`src/rtl/hazard_unit_pkg.sv`:
```
// Shared types for the ID-stage hazard logic: hazard classes, rs2 usage,
// next-PC source and the scoreboard drain state.
package hazard_unit_pkg;

  typedef enum logic [1:0] {
    HazardNone,
    HazardDecode,
    HazardExecute,
    HazardException
  } hazard_t;

  typedef enum logic {
    Rs2Unused,
    Rs2Used
  } rs_used_t;

  typedef enum logic [1:0] {
    PcPlus4,
    PcBranch,
    PcJump,
    PcTrap
  } pc_src_t;

  typedef enum logic {
    RUN,
    DRAIN
  } scoreboard_state_t;

  localparam int unsigned RegNumDefault     = 32;
  localparam int unsigned MaxPendingDefault = 4;

endpackage

```
`src/rtl/hazard_scoreboard_unit_reg_scoreboard.sv`:
```
// Per-register pending-write tracker for long-latency ops, with an
// outstanding-op counter and a sticky error for unexpected retires.
module reg_scoreboard
  import hazard_unit_pkg::*;
#(
  parameter int unsigned RegNum       = RegNumDefault,
  parameter int unsigned RegAddrWidth = $clog2(RegNum),
  parameter int unsigned MaxPending   = MaxPendingDefault,
  parameter int unsigned CntWidth     = $clog2(MaxPending + 1)
) (
  input  logic                    i_clk,
  input  logic                    i_rst,
  input  logic                    i_set,
  input  logic [RegAddrWidth-1:0] i_set_rd,
  input  logic                    i_wb_valid,
  input  logic [RegAddrWidth-1:0] i_wb_rd,
  input  logic [RegAddrWidth-1:0] i_rs1,
  input  logic [RegAddrWidth-1:0] i_rs2,
  input  logic [RegAddrWidth-1:0] i_rd,
  output logic                    o_pend_rs1,
  output logic                    o_pend_rs2,
  output logic                    o_pend_rd,
  output logic                    o_full,
  output logic                    o_busy,
  output logic [CntWidth-1:0]     o_count,
  output logic                    o_error
);

  logic [RegNum-1:0]   r_pending;
  logic [CntWidth-1:0] r_count;
  logic                r_error;
  logic                w_clr;
  logic                w_bad_wb;

  always_comb begin
    w_clr    = i_wb_valid && (i_wb_rd != '0) && r_pending[i_wb_rd];
    w_bad_wb = i_wb_valid && (i_wb_rd != '0) && !r_pending[i_wb_rd];
  end

  always_ff @(posedge i_clk) begin
    if (i_rst) begin
      r_pending <= '0;
      r_count   <= '0;
      r_error   <= 1'b0;
    end else begin
      if (i_set) r_pending[i_set_rd] <= 1'b1;
      if (w_clr) r_pending[i_wb_rd]  <= 1'b0;
      case ({i_set, w_clr})
        2'b10:   r_count <= r_count + CntWidth'(1);
        2'b01:   r_count <= r_count - CntWidth'(1);
        default: ;
      endcase
      if (w_bad_wb) r_error <= 1'b1;
    end
  end

  // A WAW stall keeps a pending register from being re-issued, so the
  // same register can never be set and cleared in one cycle.
  a_no_set_clr_same_reg: assert property (
    @(posedge i_clk) disable iff (i_rst)
    !(i_set && w_clr && (i_set_rd == i_wb_rd))
  );

  always_comb begin
    o_pend_rs1 = (i_rs1 != '0) && r_pending[i_rs1];
    o_pend_rs2 = (i_rs2 != '0) && r_pending[i_rs2];
    o_pend_rd  = (i_rd  != '0) && r_pending[i_rd];
    o_full     = (r_count == CntWidth'(MaxPending));
    o_busy     = (r_count != '0);
    o_count    = r_count;
    o_error    = r_error;
  end

endmodule

```
`src/rtl/hazard_scoreboard_unit.sv`:
```
// ID-stage hazard unit: base load-use/decode stalls, long-op scoreboard
// stalls, and a drain FSM that delays exception flushes until long ops retire.
module hazard_scoreboard_unit
  import hazard_unit_pkg::*;
#(
  parameter int unsigned RegNum       = RegNumDefault,
  parameter int unsigned RegAddrWidth = $clog2(RegNum),
  parameter int unsigned MaxPending   = MaxPendingDefault,
  parameter int unsigned CntWidth     = $clog2(MaxPending + 1)
) (
  input  logic                    clock,
  input  logic                    reset,
  input  hazard_t                 hazard_type,
  input  rs_used_t                rs_used,
  input  pc_src_t                 pc_src,
  input  logic [RegAddrWidth-1:0] rs1_id,
  input  logic [RegAddrWidth-1:0] rs2_id,
  input  logic [RegAddrWidth-1:0] rd_id,
  input  logic                    reg_we_id,
  input  logic                    long_id,
  input  logic                    store_id,
  input  logic                    issue_id,
  input  logic [RegAddrWidth-1:0] rd_ex,
  input  logic [RegAddrWidth-1:0] rd_mem,
  input  logic                    reg_we_ex,
  input  logic                    reg_we_mem,
  input  logic                    mem_rd_en_ex,
  input  logic                    mem_rd_en_mem,
  input  logic                    rd_complete_ex,
  input  logic                    wb_long_valid,
  input  logic [RegAddrWidth-1:0] wb_long_rd,
  output logic                    stall_if,
  output logic                    stall_id,
  output logic                    flush_id,
  output logic                    flush_ex,
  output logic                    busy,
  output logic [CntWidth-1:0]     pending_count,
  output logic                    sb_error
);

  scoreboard_state_t r_state;
  scoreboard_state_t w_state_next;

  logic w_pend_rs1, w_pend_rs2, w_pend_rd, w_full, w_busy;
  logic w_rs2_used, w_ex_match, w_mem_match;
  logic w_decode_stall, w_exec_stall, w_sb_stall;
  logic w_stall, w_fsm_flush, w_set;

  reg_scoreboard #(
    .RegNum      (RegNum),
    .RegAddrWidth(RegAddrWidth),
    .MaxPending  (MaxPending),
    .CntWidth    (CntWidth)
  ) u_reg_scoreboard (
    .i_clk     (clock),
    .i_rst     (reset),
    .i_set     (w_set),
    .i_set_rd  (rd_id),
    .i_wb_valid(wb_long_valid),
    .i_wb_rd   (wb_long_rd),
    .i_rs1     (rs1_id),
    .i_rs2     (rs2_id),
    .i_rd      (rd_id),
    .o_pend_rs1(w_pend_rs1),
    .o_pend_rs2(w_pend_rs2),
    .o_pend_rd (w_pend_rd),
    .o_full    (w_full),
    .o_busy    (w_busy),
    .o_count   (pending_count),
    .o_error   (sb_error)
  );

  always_comb begin
    w_rs2_used  = (rs_used == Rs2Used);
    w_ex_match  = (rd_ex != '0) &&
                  ((rs1_id == rd_ex) || (w_rs2_used && (rs2_id == rd_ex)));
    w_mem_match = (rd_mem != '0) &&
                  ((rs1_id == rd_mem) || (w_rs2_used && (rs2_id == rd_mem)));

    w_decode_stall = (hazard_type == HazardDecode) &&
                     ((w_ex_match && reg_we_ex && !rd_complete_ex) ||
                      (w_mem_match && reg_we_mem && mem_rd_en_mem));
    w_exec_stall   = (hazard_type == HazardExecute) && mem_rd_en_ex && (rd_ex != '0) &&
                     ((rs1_id == rd_ex) ||
                      (w_rs2_used && !store_id && (rs2_id == rd_ex)));
    w_sb_stall     = issue_id &&
                     (w_pend_rs1 || (w_rs2_used && w_pend_rs2) ||
                      (reg_we_id && w_pend_rd) || (long_id && w_full));
  end

  always_ff @(posedge clock) begin
    if (reset) r_state <= RUN;
    else       r_state <= w_state_next;
  end

  always_comb begin
    w_state_next = r_state;
    w_stall      = 1'b0;
    w_fsm_flush  = 1'b0;
    case (r_state)
      RUN: begin
        if (hazard_type == HazardException) begin
          if (!w_busy) begin
            w_fsm_flush = 1'b1;
          end else begin
            w_stall      = 1'b1;
            w_state_next = DRAIN;
          end
        end else if (w_sb_stall || w_decode_stall || w_exec_stall) begin
          w_stall = 1'b1;
        end
      end
      DRAIN: begin
        if (!w_busy) begin
          w_fsm_flush  = 1'b1;
          w_state_next = RUN;
        end else begin
          w_stall = 1'b1;
        end
      end
      default: w_state_next = RUN;
    endcase
  end

  always_comb begin
    stall_if = w_stall;
    stall_id = w_stall;
    flush_ex = w_stall || w_fsm_flush;
    flush_id = w_fsm_flush || (pc_src != PcPlus4);
    busy     = w_busy;
    // Only an instruction that actually leaves ID in RUN claims its rd.
    w_set    = issue_id && long_id && reg_we_id && (rd_id != '0) &&
               !stall_id && !flush_id && (r_state == RUN);
  end

endmodule

```
`config.mk`:
```
export PLATFORM = sky130hd
export DESIGN_NAME = hazard_scoreboard_unit
export DESIGN_NICKNAME = d
export VERILOG_FILES = /design/src/rtl/hazard_unit_pkg.sv /design/src/rtl/hazard_scoreboard_unit_reg_scoreboard.sv /design/src/rtl/hazard_scoreboard_unit.sv
export SDC_FILE = /design/constraint.sdc
export NUM_CORES = 1
export LEC_CHECK = 0
export CAP_MARGIN = 20
export CORE_ASPECT_RATIO = 0.75
export CORE_MARGIN = 3
export CORE_UTILIZATION = 35
export CTS_CLUSTER_SIZE = 20
export DETAILED_ROUTE_END_ITERATION = 6
export PLACE_DENSITY = 0.53
export SYNTH_ARGS = -nofsm -noshare
export SYNTH_HDL_FRONTEND = slang
export SYNTH_SLANG_ARGS = --single-unit
```
`constraint.sdc`:
```
create_clock -name clock -period 3.9 [get_ports clock]
set_input_delay 0.585 -clock clock [delete_from_list [all_inputs] [get_ports clock]]
set_output_delay 0.585 -clock clock [all_outputs]
set_load 0.01 [all_outputs]
```
[Yosys cells after proc, flatten, opt, wreduce, memory -nomap -nowiden]
Cells that the tools add are included.
Storage, ports and cells
  register bits after elaboration: 37
  bits in latches: 0
  bits in writable memories: 0
  ROM bits: 0
  output and inout bits: 9
  word-level logic and storage cells: 108
  memories: 0
Cells by class
  add/sub/neg operators: 2
  multiply operators: 0
  divide/modulo/power cells: 0
  $lt $le $gt $ge: 6
  equal/unequal tests: 10
  shift-type cells: 0
  mux-type cells: 25
  bitwise logic cells: 4
  reductions and logical operators: 57
Operators with widths (count)
  32-bit 2-to-1 mux: 3
  32-bit AND: 1
  1-bit logical AND: 32
  32-bit NOT: 1
  32-bit bitwise OR: 1
  5-bit nonzero test: 6
  5-bit by 6-bit less-than comparator with 1-bit output (second input constant): 4
  1-bit binary-select mux with 5-bit select: 4
  5-bit equality test: 4
  1-bit 2-to-1 mux: 12
  1-bit logical OR: 11
  1-bit demux with 5-bit select: 2
  5-bit by 1-bit >= comparator with 1-bit output (second input constant): 2
  2-bit equality test (second input constant): 3
  1-bit case mux with 2 select lines: 3
  3-bit case mux with 2 select lines: 1
  1-bit logical NOT: 5
  2-bit by 1-bit equality test with 1-bit output (second input constant): 2
  2-bit nonzero test: 2
  3-bit by 1-bit adder with 3-bit output (second input constant): 1
  3-bit equality test (second input constant): 1
  3-bit nonzero test: 1
  3-bit by 1-bit subtractor with 3-bit output (second input constant): 1
  1-bit NOT: 1

[Depth between registers and ports, before layout]
  depth in word-level cells: 21
  mapped depth: 15
  depth with buffers taken out: 13

[By module]
A second synthesis with hierarchy kept.
Second synthesis, totals
  cells, all modules: 364
  area total of the unflattened synthesis: 3221.8 um2
By module, submodules not included
  reg_scoreboard: instances 1, cells each 308, area an instance 2795.2 um2
  hazard_scoreboard_unit: instances 1, cells each 56, area an instance 426.7 um2

[Worst setup path before layout]
OpenSTA, ideal clock, no wires.
  kind: input port to flip-flop
  from: input rs2_id[0]
  to: register u_reg_scoreboard.r_count[2], in the netlist u_reg_scoreboard.o_count[2]
  setup time: 73 ps
  arrival time: 3197 ps
  required time: 3827 ps
  path slack: 630 ps
  stages: 15
  path through: buf_2 buf_1 mux2i_1 a311oi_1 o211ai_1 o311ai_1 o21ai_1 and2b_1 nand3_1 ha_1 inv_1 fa_1 xor2_1 or3_1 a21oi_1
On the way
  cells in the longest elaborated chain, start to end: 19
  elaborated cells between the ends (all ways): 39
RTL lines
  start, declared: line hazard_scoreboard_unit.sv:17  | input logic [RegAddrWidth-1:0] rs2_id,
  1-bit binary-select mux with 5-bit select (tied with other cells): line hazard_scoreboard_unit_reg_scoreboard.sv:66  | o_pend_rs2 = (i_rs2 != '0) && r_pending[i_rs2];
  1-bit 2-to-1 mux (not written as such) (tied with other cells): line hazard_scoreboard_unit_reg_scoreboard.sv:66
  1-bit logical AND (tied with other cells): line hazard_scoreboard_unit_reg_scoreboard.sv:66
  1-bit logical AND, on equally long branches: line hazard_scoreboard_unit.sv:87, hazard_scoreboard_unit.sv:75, hazard_scoreboard_unit.sv:77
  1-bit logical OR (tied with other cells) (2 in a row): line hazard_scoreboard_unit.sv:87  | (w_pend_rs1 || (w_rs2_used && w_pend_rs2) ||
  1-bit logical OR, on equally long branches: line hazard_scoreboard_unit.sv:88, hazard_scoreboard_unit.sv:81
  1-bit logical AND, on equally long branches: line hazard_scoreboard_unit.sv:86, hazard_scoreboard_unit.sv:80
  1-bit logical OR: line hazard_scoreboard_unit.sv:109  | end else if (w_sb_stall || w_decode_stall || w_exec_stall) begin
  1-bit logical OR (*): line hazard_scoreboard_unit.sv:109
  1-bit 2-to-1 mux (*): line hazard_scoreboard_unit.sv:109
  1-bit 2-to-1 mux (*): line hazard_scoreboard_unit.sv:102  | if (hazard_type == HazardException) begin
  1-bit case mux with 2 select lines (*): line hazard_scoreboard_unit.sv:100  | case (r_state)
  1-bit logical NOT (*): line hazard_scoreboard_unit.sv:133  | !stall_id && !flush_id && (r_state == RUN);
  1-bit logical AND (*): line hazard_scoreboard_unit.sv:132  | w_set = issue_id && long_id && reg_we_id && (rd_id != '0) &&
  1-bit logical AND (*) (2 in a row): line hazard_scoreboard_unit.sv:133
  2-bit by 1-bit equality test with 1-bit output or 2-bit equality test (tied branches): line hazard_scoreboard_unit_reg_scoreboard.sv:48  | case ({i_set, w_clr})
  3-bit case mux with 2 select lines or 2-bit nonzero test (tied branches)
  end signal, assigned: line hazard_scoreboard_unit_reg_scoreboard.sv:49  | 2'b10: r_count <= r_count + CntWidth'(1);
  end signal, assigned: line hazard_scoreboard_unit_reg_scoreboard.sv:50  | 2'b01: r_count <= r_count - CntWidth'(1);
  end, declared: line hazard_scoreboard_unit_reg_scoreboard.sv:30  | logic [CntWidth-1:0] r_count;
Mark *: on every way between the ends. The rest lies on a longest branch, timed or not. The select of a mux whose other input is x is not followed.
A chain may end at the register's enable or synchronous reset.

[Final worst setup path]
  from: input rs1_id[0]
  to: register u_reg_scoreboard.r_count[2], in the netlist u_reg_scoreboard.o_count[2]
On the way
  cells in the longest elaborated chain, start to end: 18
  elaborated cells between the ends (all ways): 35
RTL lines
  start, declared: line hazard_scoreboard_unit.sv:16  | input logic [RegAddrWidth-1:0] rs1_id,
  1-bit binary-select mux with 5-bit select (tied with other cells): line hazard_scoreboard_unit_reg_scoreboard.sv:65  | o_pend_rs1 = (i_rs1 != '0) && r_pending[i_rs1];
  1-bit 2-to-1 mux (not written as such) (tied with other cells): line hazard_scoreboard_unit_reg_scoreboard.sv:65
  1-bit logical AND, on equally long branches: line hazard_scoreboard_unit_reg_scoreboard.sv:65, hazard_scoreboard_unit.sv:75, hazard_scoreboard_unit.sv:77
  1-bit logical OR (tied with other cells) (2 in a row): line hazard_scoreboard_unit.sv:87
  1-bit logical OR, on equally long branches: line hazard_scoreboard_unit.sv:88, hazard_scoreboard_unit.sv:81
  1-bit logical AND, on equally long branches: line hazard_scoreboard_unit.sv:86, hazard_scoreboard_unit.sv:80
  1-bit logical OR: line hazard_scoreboard_unit.sv:109
  1-bit logical OR (*): line hazard_scoreboard_unit.sv:109
  1-bit 2-to-1 mux (*): line hazard_scoreboard_unit.sv:109
  1-bit 2-to-1 mux (*): line hazard_scoreboard_unit.sv:102
  1-bit case mux with 2 select lines (*): line hazard_scoreboard_unit.sv:100
  1-bit logical NOT (*): line hazard_scoreboard_unit.sv:133
  1-bit logical AND (*): line hazard_scoreboard_unit.sv:132
  1-bit logical AND (*) (2 in a row): line hazard_scoreboard_unit.sv:133
  2-bit by 1-bit equality test with 1-bit output or 2-bit equality test (tied branches): line hazard_scoreboard_unit_reg_scoreboard.sv:48
  3-bit case mux with 2 select lines or 2-bit nonzero test (tied branches)
Marks and branches as above.

==> impl_summary.log <==
[metrics] share of total power consumed by net switching: 28.4%
[metrics] number of antenna violations at the first check in global routing: 0
[metrics] most frequent cells in the layout: sky130_fd_sc_hd__clkdlybuf4s50_1 (51), sky130_fd_sc_hd__dfxtp_1 (37), sky130_fd_sc_hd__buf_4 (36), sky130_fd_sc_hd__nor2_1 (33), sky130_fd_sc_hd__nand2_1 (23)
[metrics] proportion of power drawn by combinational gates: 23.2%
[metrics] floorplan die height: 91.4 um
[metrics] clock network power share: 40.1%
[metrics] Final Net Count: 519
[metrics] post-synthesis share of cell area spent on xor and xnor gates: 5.66%
[metrics] Initial Util: 36.7%
[metrics] Num Clock Sinks: 37
[metrics] chain of cells forming the critical path: clkdlybuf4s50_1 > buf_12 > mux4_2 > o22ai_2 > o41ai_1 > or3_4 > and2b_2 > nand3_1 > ha_1 > inv_1 > fa_1 > xor2_1 > or3_1 > a21oi_1
[metrics] port bufs: 55
[metrics] final-report max-slew violation count: 0
[metrics] number of I/O pins: 56
[metrics] Critical Path AT: 3820 ps
[metrics] Cell Rows: 30
[metrics] post-route design area: 4450 um^2
[metrics] cell family contributing the most delay on the critical path: simple AND/OR/NAND/NOR gates
[metrics] area share of and/or/nand/nor cells after synthesis: 23.2%
[metrics] fraction of final layout cells sized beyond drive strength 1: 17.4%
[metrics] largest fanout of any net on the critical path: 13
[metrics] number of synthesis warnings: 0
[metrics] floorplan die area: 11000 um^2
[metrics] most common library cell in the layout ignoring fill and taps: sky130_fd_sc_hd__clkdlybuf4s50_1
[metrics] skew final: 4.67 ps
[metrics] maximum buffer depth of the clock tree: 2
[metrics] portion of the post-synthesis area used by sequential elements: 21.8%
[metrics] total power divided by cell area: 232 nW/um^2
[metrics] post-route antenna net violation count: 0
[metrics] final routed wire length divided by cell count: 20.0 um
[metrics] global-route usage over all layers: 22.3%
[metrics] Cell variety after synth: 61
[metrics] final critical delay including setup and external delays: 3620 ps
[metrics] multi-input gate area in the final layout: 2430 um^2
[metrics] number of flip-flops and latches in the synthesized netlist: 37
[metrics] sequential standard cell area: 741 um^2
[metrics] DR DRC count: 0
[metrics] sum of net half-perimeters after detailed placement: 9170 um
[metrics] leading register cell type out of synthesis: sky130_fd_sc_hd__dfxtp_1
[metrics] clock tree from TritonCTS: done
[metrics] clk slew on worst S/H paths: 60 ps
[metrics] static leakage: 1.57 nW
[metrics] unrepaired setup endpoints after global routing: false
[metrics] Util after Layout: 48.0%
[metrics] complex-gate fraction of the synthesized area: 21.6%
[metrics] Max Cap Viol: 0
[metrics] Slowest-stage cell, CP: sky130_fd_sc_hd__mux4_2
[metrics] wire length of the first global-routing pass: 19200 um
[metrics] number of enable-type register cells in the synthesized netlist: 0
[metrics] Highest Clock Rate: 0.276 GHz
[metrics] kind of capture point of the worst setup path: register
[metrics] dominant combinational cell family by area after synthesis: simple AND/OR/NAND/NOR gates
[metrics] Net Count, Synth: 447
[metrics] Post-Synth Adder-Cell Area: 0.956%
[metrics] fillers: 922
[metrics] Clock H-tree levels: 2
[metrics] hold crit path type: register to register
[metrics] total of hold buffers inserted after clock tree synthesis: 0
[metrics] via/cell ratio: 5.75
[metrics] kind of critical path: input pin to register
[metrics] Worst R2R Setup Slack: 810 ps
[metrics] required time of the worst setup path: 4100 ps
[metrics] FFs w/ async S/R, synth: 0%
[metrics] maximum number of pins on one net before global-route repair: 29
[metrics] overall power consumption: 0.00103 W
[metrics] core area: 9270 um^2
[metrics] detailed-route via count: 3445
[metrics] slew of the pin with the lowest slew margin: 764 ps
[metrics] number of cells produced by synthesis: 398
[metrics] count of inserted antenna diode cells: 0
[metrics] final weighted congestion of routability-driven global placement: 0.923
[metrics] final WL: 12000 um
[metrics] combined area of all synthesized cells: 3400 um^2
[metrics] Max stage delay on crit path: 520 ps
[metrics] Post-Synthesis Mean Instance Area: 8.55 um^2
[metrics] Max-slew headroom: 48.9%
[metrics] DIE WIDTH: 120 um
[metrics] vias in the first global route: 3393
[metrics] number of failing setup endpoints in the final timing report: 0
[metrics] Root Buffer Master: sky130_fd_sc_hd__clkbuf_16
[metrics] fraction of the cycle the final worst path needs: 92.8%
[metrics] residual overflow from global routing: 0
[metrics] drt first pass iters: 7
[metrics] switching power: 0.000293 W
[metrics] Internal Dissipation: 0.000741 W
[metrics] Seq pwr share: 36.7%
[metrics] Placement Cell Area: 4270 um^2
[metrics] run status: completed
[metrics] mux share of post-synthesis cell area: 19.7%
[metrics] violation count after the first detailed-routing iteration: 344
[metrics] highest ir drop seen on vdd: 0.150 mV
[metrics] critical path buffer and inverter count: 3
[metrics] Area growth, synth to finish: 30.8%
[metrics] element type at the critical path start: input pin
[metrics] final hold violation count: 0
[metrics] TritonCTS buffer count: 5
[metrics] clock latency reported for the late side of the worst-skew pair: 290 ps
[layer usage]
metal,global-route usage [%],up-vias,part of all wire (%)
li1,-,1650,-
met1,32.9,1654,48
met2,32.9,131,43
met3,5.79,10,8.1
met4,4.39,0,0.98
met5,0,-,0
[sequential cells by signal, summed over array words and instances (netlist names)]
name                        count
u_reg_scoreboard.o_error        1
u_reg_scoreboard.r_pending     32
r_state                         1
u_reg_scoreboard.o_count        3
[through the flow]
| stage | TNS (ps) | hold WS [ps] | instances | setup slack [ps] |
|---|---|---|---|---|
| after floorplan | 0 | 455 | 398 | 630 |
| after global placement | 0 | 457 | 589 | 33.8 |
| after detailed placement | -49.4 | 463 | 589 | -49.4 |
| after CTS | 0 | 490 | 597 | 30.7 |
| after global routing | 0 | 520 | 599 | 67.4 |
| final | 0 | 487 | 599 | 280 |
[Yosys cell counts, drive strengths merged (9+ instances only)]
master	number	area share [%]
nand2	23	2.5
o211ai	9	2.0
a211oi	9	2.1
o221ai	11	2.8
mux4	20	13
xor2	16	4.1
buf	17	3.3
nand3b	11	2.4
a21oi	22	3.2
dfxtp	37	22
inv	22	2.4
o21ai	23	3.4
nand3	11	1.6
nor2	33	3.6
mux2i	19	5.6
clkbuf	12	1.3
[logic make-up after synthesis]
family	count (synthesis)
multiplexers	41
XOR/XNOR	22
adder cells (fa/ha/maj)	2
AO/OA/AOI/OAI	105
flip-flops	37
AND/OR/NAND/NOR	139
buffers and inverters	52
[power groups by stage]
stage,Sequential [W],Combinational (W),Clock (W)
2_1_floorplan,0.000388,0.000121,0
4_1_cts,0.000380,0.000238,0.000419
3_3_place_gp,0.000388,0.000237,0
6_report,0.000380,0.000240,0.000415
5_1_grt,0.000379,0.000261,0.000435
3_5_place_dp,0.000388,0.000237,0
[what timing repair did]
action                     4_1_cts  5_1_grt
resized for setup                0        6
setup endpoints to repair        0        4
setup buffers                    0        2
[cell type report]
class                           count  share of cell area (%)
Clock inverter                      3                   0.478
Tap cell                          128                    3.60
Multi-Input combinational cell    309                    54.5
Inverter                           23                    1.94
Timing Repair Buffer               94                    20.0
Sequential cell                    37                    16.6
Clock buffer                        5                    2.81
[final timing paths]
| kind | end | start | cells past startpoint |
|---|---|---|---|
| setup / recovery | u_reg_scoreboard.o_count[2] | rs1_id[0] | 14 |
| setup reg to reg | u_reg_scoreboard.o_count[2] | u_reg_scoreboard.r_pending[13] | 12 |
| hold reg to reg | u_reg_scoreboard.o_error | u_reg_scoreboard.o_error | 2 |
| hold / removal | u_reg_scoreboard.o_error | u_reg_scoreboard.o_error | 2 |
[worst register-to-register path, stage by stage, from the launching register on]
cell                      delay [ps]
sky130_fd_sc_hd__dfxtp_1         480
sky130_fd_sc_hd__mux4_2          320
sky130_fd_sc_hd__o22ai_2          80
sky130_fd_sc_hd__o41ai_1         340
sky130_fd_sc_hd__or3_4           200
sky130_fd_sc_hd__and2b_2         230
sky130_fd_sc_hd__nand3_1         120
sky130_fd_sc_hd__ha_1            200
sky130_fd_sc_hd__inv_1            60
sky130_fd_sc_hd__fa_1            380
sky130_fd_sc_hd__xor2_1          160
sky130_fd_sc_hd__or3_1           310
sky130_fd_sc_hd__a21oi_1         140
Note: power is estimated with default switching activity, not from simulation.
